`src/rtl/if_fetch_pkg.sv`:
```
// Shared fetch-stage constants: bus widths, chip-enable levels, ROM depth and stall-vector bit positions.
package if_fetch_pkg;
   localparam int          InstAddrBus    = 32;
   localparam int          InstBus        = 32;
   localparam logic [31:0] ZeroWord       = 32'h0000_0000;
   localparam logic        ChipEnable     = 1'b1;
   localparam logic        ChipDisable    = 1'b0;
   localparam int          InstMemNumLog2 = 10;
   localparam int          StallPc        = 0;
   localparam int          StallIf        = 1;
   localparam int          StallId        = 2;
   localparam logic [31:0] DefResetPc     = 32'h0000_0000;
endpackage

```
`src/rtl/if_fetch_if.sv`:
```
// Fetch-stage bus bundle: control/stall inputs, ROM port and IF/ID latch outputs.
// FETCH_ALIGN_CHECK_EN adds the misaligned-fetch exception flag.
interface if_fetch_if #(parameter int ADDR_W = 32);
   logic [5:0]        stall;
   logic              flush;
   logic [ADDR_W-1:0] new_pc;
   logic              branch_flag_i;
   logic [ADDR_W-1:0] branch_target_i;
   logic [31:0]       rom_inst_i;
   logic [ADDR_W-1:0] rom_addr_o;
   logic              rom_en_o;
   logic [ADDR_W-1:0] id_pc_o;
   logic [31:0]       id_inst_o;
   logic              id_valid_o;
`ifdef FETCH_ALIGN_CHECK_EN
   logic              if_excp_adel_o;

   modport master (input stall, flush, new_pc, branch_flag_i, branch_target_i, rom_inst_i,
                   output rom_addr_o, rom_en_o, id_pc_o, id_inst_o, id_valid_o, if_excp_adel_o);
   modport slave  (output stall, flush, new_pc, branch_flag_i, branch_target_i, rom_inst_i,
                   input rom_addr_o, rom_en_o, id_pc_o, id_inst_o, id_valid_o, if_excp_adel_o);
`else
   modport master (input stall, flush, new_pc, branch_flag_i, branch_target_i, rom_inst_i,
                   output rom_addr_o, rom_en_o, id_pc_o, id_inst_o, id_valid_o);
   modport slave  (output stall, flush, new_pc, branch_flag_i, branch_target_i, rom_inst_i,
                   input rom_addr_o, rom_en_o, id_pc_o, id_inst_o, id_valid_o);
`endif
endinterface

```
`src/rtl/fetch_pc_reg.sv`:
```
// PC register with ROM chip enable and next-PC selection (flush > stall > branch > pc+4).
module fetch_pc_reg
   import if_fetch_pkg::*;
#(
   parameter int              ADDR_W   = 32,
   parameter logic [ADDR_W-1:0] RESET_PC = '0
) (
   input  logic              clk,
   input  logic              rst,
   input  logic              stall_pc,
   input  logic              flush,
   input  logic [ADDR_W-1:0] new_pc,
   input  logic              branch_flag,
   input  logic [ADDR_W-1:0] branch_target,
   output logic [ADDR_W-1:0] pc,
   output logic              rom_en
);
   logic [ADDR_W-1:0] pc_next;

   always_comb begin
      pc_next = pc + ADDR_W'(4);
      if (flush)            pc_next = new_pc;
      else if (stall_pc)    pc_next = pc;
      else if (branch_flag) pc_next = branch_target;
   end

   // The enable comes up one edge after reset release; PC stays put on that edge.
   always_ff @(posedge clk or posedge rst) begin
      if (rst) begin
         pc     <= RESET_PC;
         rom_en <= ChipDisable;
      end else begin
         rom_en <= ChipEnable;
         if (rom_en == ChipEnable) pc <= pc_next;
      end
   end
endmodule

```
`src/rtl/if_fetch.sv`:
```
// Instruction-fetch stage: PC/ROM drive via fetch_pc_reg plus the IF/ID latch.
// FETCH_ALIGN_CHECK_EN enables the misaligned-PC exception flag.
module if_fetch
   import if_fetch_pkg::*;
#(
   parameter int                ADDR_W   = 32,
   parameter logic [ADDR_W-1:0] RESET_PC = DefResetPc[ADDR_W-1:0]
) (
   input logic        clk,
   input logic        rst,
   if_fetch_if.master bus
);
   logic [ADDR_W-1:0] pc;
   logic              rom_en;
   logic [ADDR_W-1:0] id_pc;
   logic [31:0]       id_inst;
   logic              id_valid;
   logic              bubble;
   logic              unused_stall;

   assign unused_stall = ^bus.stall[5:3];

   fetch_pc_reg #(.ADDR_W(ADDR_W), .RESET_PC(RESET_PC)) u_pc (
      .clk           (clk),
      .rst           (rst),
      .stall_pc      (bus.stall[StallPc]),
      .flush         (bus.flush),
      .new_pc        (bus.new_pc),
      .branch_flag   (bus.branch_flag_i),
      .branch_target (bus.branch_target_i),
      .pc            (pc),
      .rom_en        (rom_en)
   );

   // Stall of IF with ID free inserts a bubble; stall of both holds the latch.
   assign bubble = bus.flush
                || (bus.stall[StallIf] && !bus.stall[StallId])
                || (!bus.stall[StallIf] && rom_en == ChipDisable);

`ifdef FETCH_ALIGN_CHECK_EN
   logic adel;
   logic misaligned;
   assign misaligned = (pc[1:0] != 2'b00);

   always_ff @(posedge clk or posedge rst) begin
      if (rst) begin
         id_pc <= '0; id_inst <= ZeroWord; id_valid <= 1'b0; adel <= 1'b0;
      end else if (bubble) begin
         id_pc <= '0; id_inst <= ZeroWord; id_valid <= 1'b0; adel <= 1'b0;
      end else if (!bus.stall[StallIf]) begin
         id_pc    <= pc;
         id_inst  <= misaligned ? ZeroWord : bus.rom_inst_i;
         id_valid <= 1'b1;
         adel     <= misaligned;
      end
   end

   assign bus.if_excp_adel_o = adel;
`else
   always_ff @(posedge clk or posedge rst) begin
      if (rst) begin
         id_pc <= '0; id_inst <= ZeroWord; id_valid <= 1'b0;
      end else if (bubble) begin
         id_pc <= '0; id_inst <= ZeroWord; id_valid <= 1'b0;
      end else if (!bus.stall[StallIf]) begin
         id_pc    <= pc;
         id_inst  <= bus.rom_inst_i;
         id_valid <= 1'b1;
      end
   end
`endif

   assign bus.rom_addr_o = pc;
   assign bus.rom_en_o   = rom_en;
   assign bus.id_pc_o    = id_pc;
   assign bus.id_inst_o  = id_inst;
   assign bus.id_valid_o = id_valid;
endmodule

```
`src/flat_wrapper.sv`:
```
// flat-port wrapper written by rule: the top's interface ports become plain ports
module if_fetch_flat import if_fetch_pkg::*;
#(
   parameter int                ADDR_W   = 32,
   parameter logic [ADDR_W-1:0] RESET_PC = DefResetPc[ADDR_W-1:0]
)
  (clk, rst, bus_stall, bus_flush, bus_new_pc, bus_branch_flag_i, bus_branch_target_i, bus_rom_inst_i, bus_rom_addr_o, bus_rom_en_o, bus_id_pc_o, bus_id_inst_o, bus_id_valid_o);
  if_fetch_if #(.ADDR_W(ADDR_W)) bus_i ();
  input logic clk;
  input logic rst;
  input wire logic [$bits(bus_i.stall)-1:0] bus_stall;
  input wire logic [$bits(bus_i.flush)-1:0] bus_flush;
  input wire logic [$bits(bus_i.new_pc)-1:0] bus_new_pc;
  input wire logic [$bits(bus_i.branch_flag_i)-1:0] bus_branch_flag_i;
  input wire logic [$bits(bus_i.branch_target_i)-1:0] bus_branch_target_i;
  input wire logic [$bits(bus_i.rom_inst_i)-1:0] bus_rom_inst_i;
  output wire logic [$bits(bus_i.rom_addr_o)-1:0] bus_rom_addr_o;
  output wire logic [$bits(bus_i.rom_en_o)-1:0] bus_rom_en_o;
  output wire logic [$bits(bus_i.id_pc_o)-1:0] bus_id_pc_o;
  output wire logic [$bits(bus_i.id_inst_o)-1:0] bus_id_inst_o;
  output wire logic [$bits(bus_i.id_valid_o)-1:0] bus_id_valid_o;
  assign bus_i.stall = bus_stall;
  assign bus_i.flush = bus_flush;
  assign bus_i.new_pc = bus_new_pc;
  assign bus_i.branch_flag_i = bus_branch_flag_i;
  assign bus_i.branch_target_i = bus_branch_target_i;
  assign bus_i.rom_inst_i = bus_rom_inst_i;
  assign bus_rom_addr_o = bus_i.rom_addr_o;
  assign bus_rom_en_o = bus_i.rom_en_o;
  assign bus_id_pc_o = bus_i.id_pc_o;
  assign bus_id_inst_o = bus_i.id_inst_o;
  assign bus_id_valid_o = bus_i.id_valid_o;
  if_fetch #(.ADDR_W(ADDR_W), .RESET_PC(RESET_PC)) u_core (.clk(clk), .rst(rst), .bus(bus_i));
endmodule
```
`config.mk`:
```
export PLATFORM = sky130hd
export DESIGN_NAME = if_fetch_flat
export DESIGN_NICKNAME = d
export VERILOG_FILES = /design/src/rtl/if_fetch_pkg.sv /design/src/rtl/if_fetch_if.sv /design/src/rtl/fetch_pc_reg.sv /design/src/rtl/if_fetch.sv /design/src/flat_wrapper.sv
export SDC_FILE = /design/constraint.sdc
export NUM_CORES = 1
export LEC_CHECK = 0
export ABC_AREA = 1
export CORE_ASPECT_RATIO = 0.6
export CORE_MARGIN = 2
export CORE_UTILIZATION = 44
export CTS_CLUSTER_DIAMETER = 60
export DETAILED_ROUTE_END_ITERATION = 16
export PLACE_DENSITY = 0.81
export SLEW_MARGIN = 20
export SYNTH_ARGS = -nofsm -noshare
export SYNTH_HDL_FRONTEND = slang
export SYNTH_SLANG_ARGS = --single-unit
```
`constraint.sdc`:
```
create_clock -name clk -period 3.6 [get_ports clk]
set_input_delay 0.54 -clock clk [delete_from_list [all_inputs] [get_ports clk]]
set_output_delay 0.54 -clock clk [all_outputs]
set_load 0.03 [all_outputs]
```
==> results.md <==
* Switching power total at 1.06 mW
* H-tree levels at 3
* CTS tree: done
* VDD IR-drop max at between 0.0002 and 0.0003 V
* ANT cells at 0
* Initial antenna violation count at 0
* Yosys warnings at 0
* Post-synth ARST share at 100%
* Boundary Pins at 204
* TritonCTS Buffers at 9
* Cell Area, Synth at 5160 µm²
* Worst Max-Slew Pin Slew at 921 ps
* Relative slew slack at between 30 and 40%
* Post-Layout Cell Count at 994
* Post-synthesis register bit count at 98
* Hold Vio Cnt, Final at 0
* Drt wl/cell at 17.4 µm
* Combinational fraction of design power at between 20% and 30%
* Syn_nets at around 760
* Clk_skew at 5.24 ps
* Sw Share at 34.4%
* MaxCap Viol Count at 0
* Area contributors post-synth: dfrtp_1 48%, nand3_1 14%, nand2_1 12%
* Die X-Extent at 144 µm
* CTS clk-pin slew, worst paths at 70 ps
* Post_cts resized at 0
* Row cnt at 30
* Full die area at 12,600 µm²
* DP Cell Count at 979
* Power share of the clock group at 29.2%
* Synth cell count leaders: 160 x nand2_1, 149 x nand3_1, 98 x dfrtp_1
* Fillers at 966
* Final setup TNS at 0 ps
* Vias at 5,405
* Final max-slew violation count at 0
* Cell Area, Placed at just over 7000 µm²
* Initial DRC Count at 542
* Fmax at around 420 MHz
* Area share of the largest cell type after synthesis at 47.5%
* Cts-stage hold buffer count at 0
* Overall power at 3.07 mW
* Worst setup EP type: flop
* Post-route design area at 7520 µm²
* Final setup fails at 0
* Net count reported at finish at 937
* Core Area at 11,400 µm²
* Sequential share of power at 42.7%
* First-pass GRT wire length at ~27,000 µm
* Total Wirelength at 17,300 µm
* Number of synthesized flops with an enable pin at 0
* Global placer's final weighted congestion at about 0.89
* Worst EP arrival at 2640 ps
* Outcome: finished clean
* Internal power at 2.01 mW
* GR Util All Layers at 27.5%
* Ys flop type: dfrtp_1
* Largest area contributor in the netlist: dfrtp_1
* DR DRC count at 0
* Period Utilization, post-route at approximately two thirds
* Layout cells sized above 1 at 7.79%
* Vias per cell at 5.44
* Post-DP HPWL at 12,200 µm
* R2R Setup Slk at roughly 1900 ps
* Crit path max fanout at 25
* Skew-Pair Late Insertion Delay at roughly 340 ps
* Post-synthesis sequential area ratio at 47.5%
* Pwr/cell area at 408 nW/µm²
* DRT antenna net count at 0
* Required @ worst endpoint at 3870 ps
* Clock Tree Buf Depth at 2
* Total gr overflow at 0
* Clock sinks at 98
* Total leakage power at 3.32 nW
* P&R area growth vs syn at 45.9%
* CP startpoint kind: primary input
* Worst setup path class: primary input to flop
* Vias in the first global route at around 5,100
* Fin crit period at 2370 ps
* Largest net degree at the start of global routing at 109
* CTS Root Cell: clkbuf_16
* Cells after Synth at around 650
* # port buffers at 200
* Most frequent cell after synthesis: nand2_1
* Starting density of the core at approximately 45%
* Yosys cell types at 35
* Post-CTS setup buffer count at 0
* DRT Pass-1 Iters at 5
* DIE HEIGHT at 87.9 µm
* Mapped Avg Cell Area at 7.92 µm²
* RSZ-0062 raised after global routing: false
* HP Class: flop to flop
cell usage in the layout (no fill, tap or decap):
cell             count
o211ai_2             1
a22oi_1              6
clkbuf_16            9
or2_2                2
nor2_4              10
a221oi_1            13
a41oi_1              1
nand2_4              2
a31oi_1              5
buf_12               3
o21a_1               2
nor3_1               1
clkdlybuf4s50_1    199
a22o_1               5
buf_4                4
o211ai_1             2
ha_1                 1
clkinvlp_4           4
nand2_1            160
o21ai_2              1
a21oi_2              3
o21ai_0              8
nor2_1              50
inv_4                1
inv_6                1
xnor2_1              1
buf_2                1
inv_2                6
and2_1               2
o21ai_1             23
clkinv_2             1
dfrtp_1             98
a32oi_1              1
conb_1               1
nand3_2              2
a21oi_1             13
inv_1               28
nand2_2              7
nand3_1            149
nor2_2               7
final timing paths:
check                                       from                        to  depth (start not counted)
max                                    bus_flush         u_core.u_pc.pc[7]                          8
min                        u_core.bus.id_valid_o     u_core.bus.id_valid_o                          1
max reg2reg                    u_core.u_pc.pc[3]        u_core.u_pc.pc[26]                          9
min reg2reg                u_core.bus.id_valid_o     u_core.bus.id_valid_o                          1
max in group asynchronous                    rst    u_core.bus.id_pc_o[13]                          3
min in group asynchronous                    rst  u_core.bus.id_inst_o[28]                          3
metrics by stage:
step                      hold WS, ps  worst slack (ps)  util, %
after floorplan                   665               498        -
after global placement            463               942     63.8
after detailed placement          487               910     63.8
after CTS                         505              1250     66.1
after global routing              530              1040     66.1
final                             497              1230     66.1
layer usage:
metal / vias up / global-route usage (%) / wire [µm] / share of wire, %
li1: 2550 / - / - / -
met1: 2564 / 40.3 / 7910 / 46
met2: 274 / 40.8 / 7330 / 42
met3: 17 / 7.98 / 1830 / 11
met4: 0 / 6.06 / 182 / 1.1
met5: - / 0 / 0 / 0
sequential cells by signal, summed over array words and instances (netlist names):
register	flops
u_core.u_pc.pc	32
u_core.u_pc.rom_en	1
u_core.bus.id_pc_o	32
u_core.bus.id_inst_o	32
u_core.bus.id_valid_o	1
cells by family after synthesis:
logic type,Yosys count,share of synthesized area (%)
adder cells (fa/ha/maj),1,0.243
AO/OA/AOI/OAI,84,10.7
buffers and inverters,74,6.28
flip-flops,98,47.5
other,1,0.0727
XOR/XNOR,1,0.170
AND/OR/NAND/NOR,392,35.0
layout make-up:
class	instances	area (µm²)	share of cell area, %
inverters	35	134	1.78
clock buffers	9	225	2.99
well taps	160	200	2.66
flip-flops and latches	98	2450	32.6
multi-input cells	479	2380	31.6
repair buffers	207	2090	27.7
clock inverters	6	43.8	0.582
worst max-delay path, cell delays in order:
cell             delay, ps
clkdlybuf4s50_1        650
inv_2                  180
nand2_1                120
inv_2                  420
nor2_1                 120
inv_2                  300
o211ai_1               150
a31oi_1                140
power by group through the flow:
stage | logic [mW] | registers (mW) | clock network (mW)
after global routing | 0.925 | 1.32 | 0.957
final | 0.862 | 1.31 | 0.895
after CTS | 0.862 | 1.31 | 0.909
after floorplan | 0.297 | 1.47 | 0
after detailed placement | 0.857 | 1.33 | 0
after global placement | 0.845 | 1.32 | 0
Power figures use the tool's default switching activity.
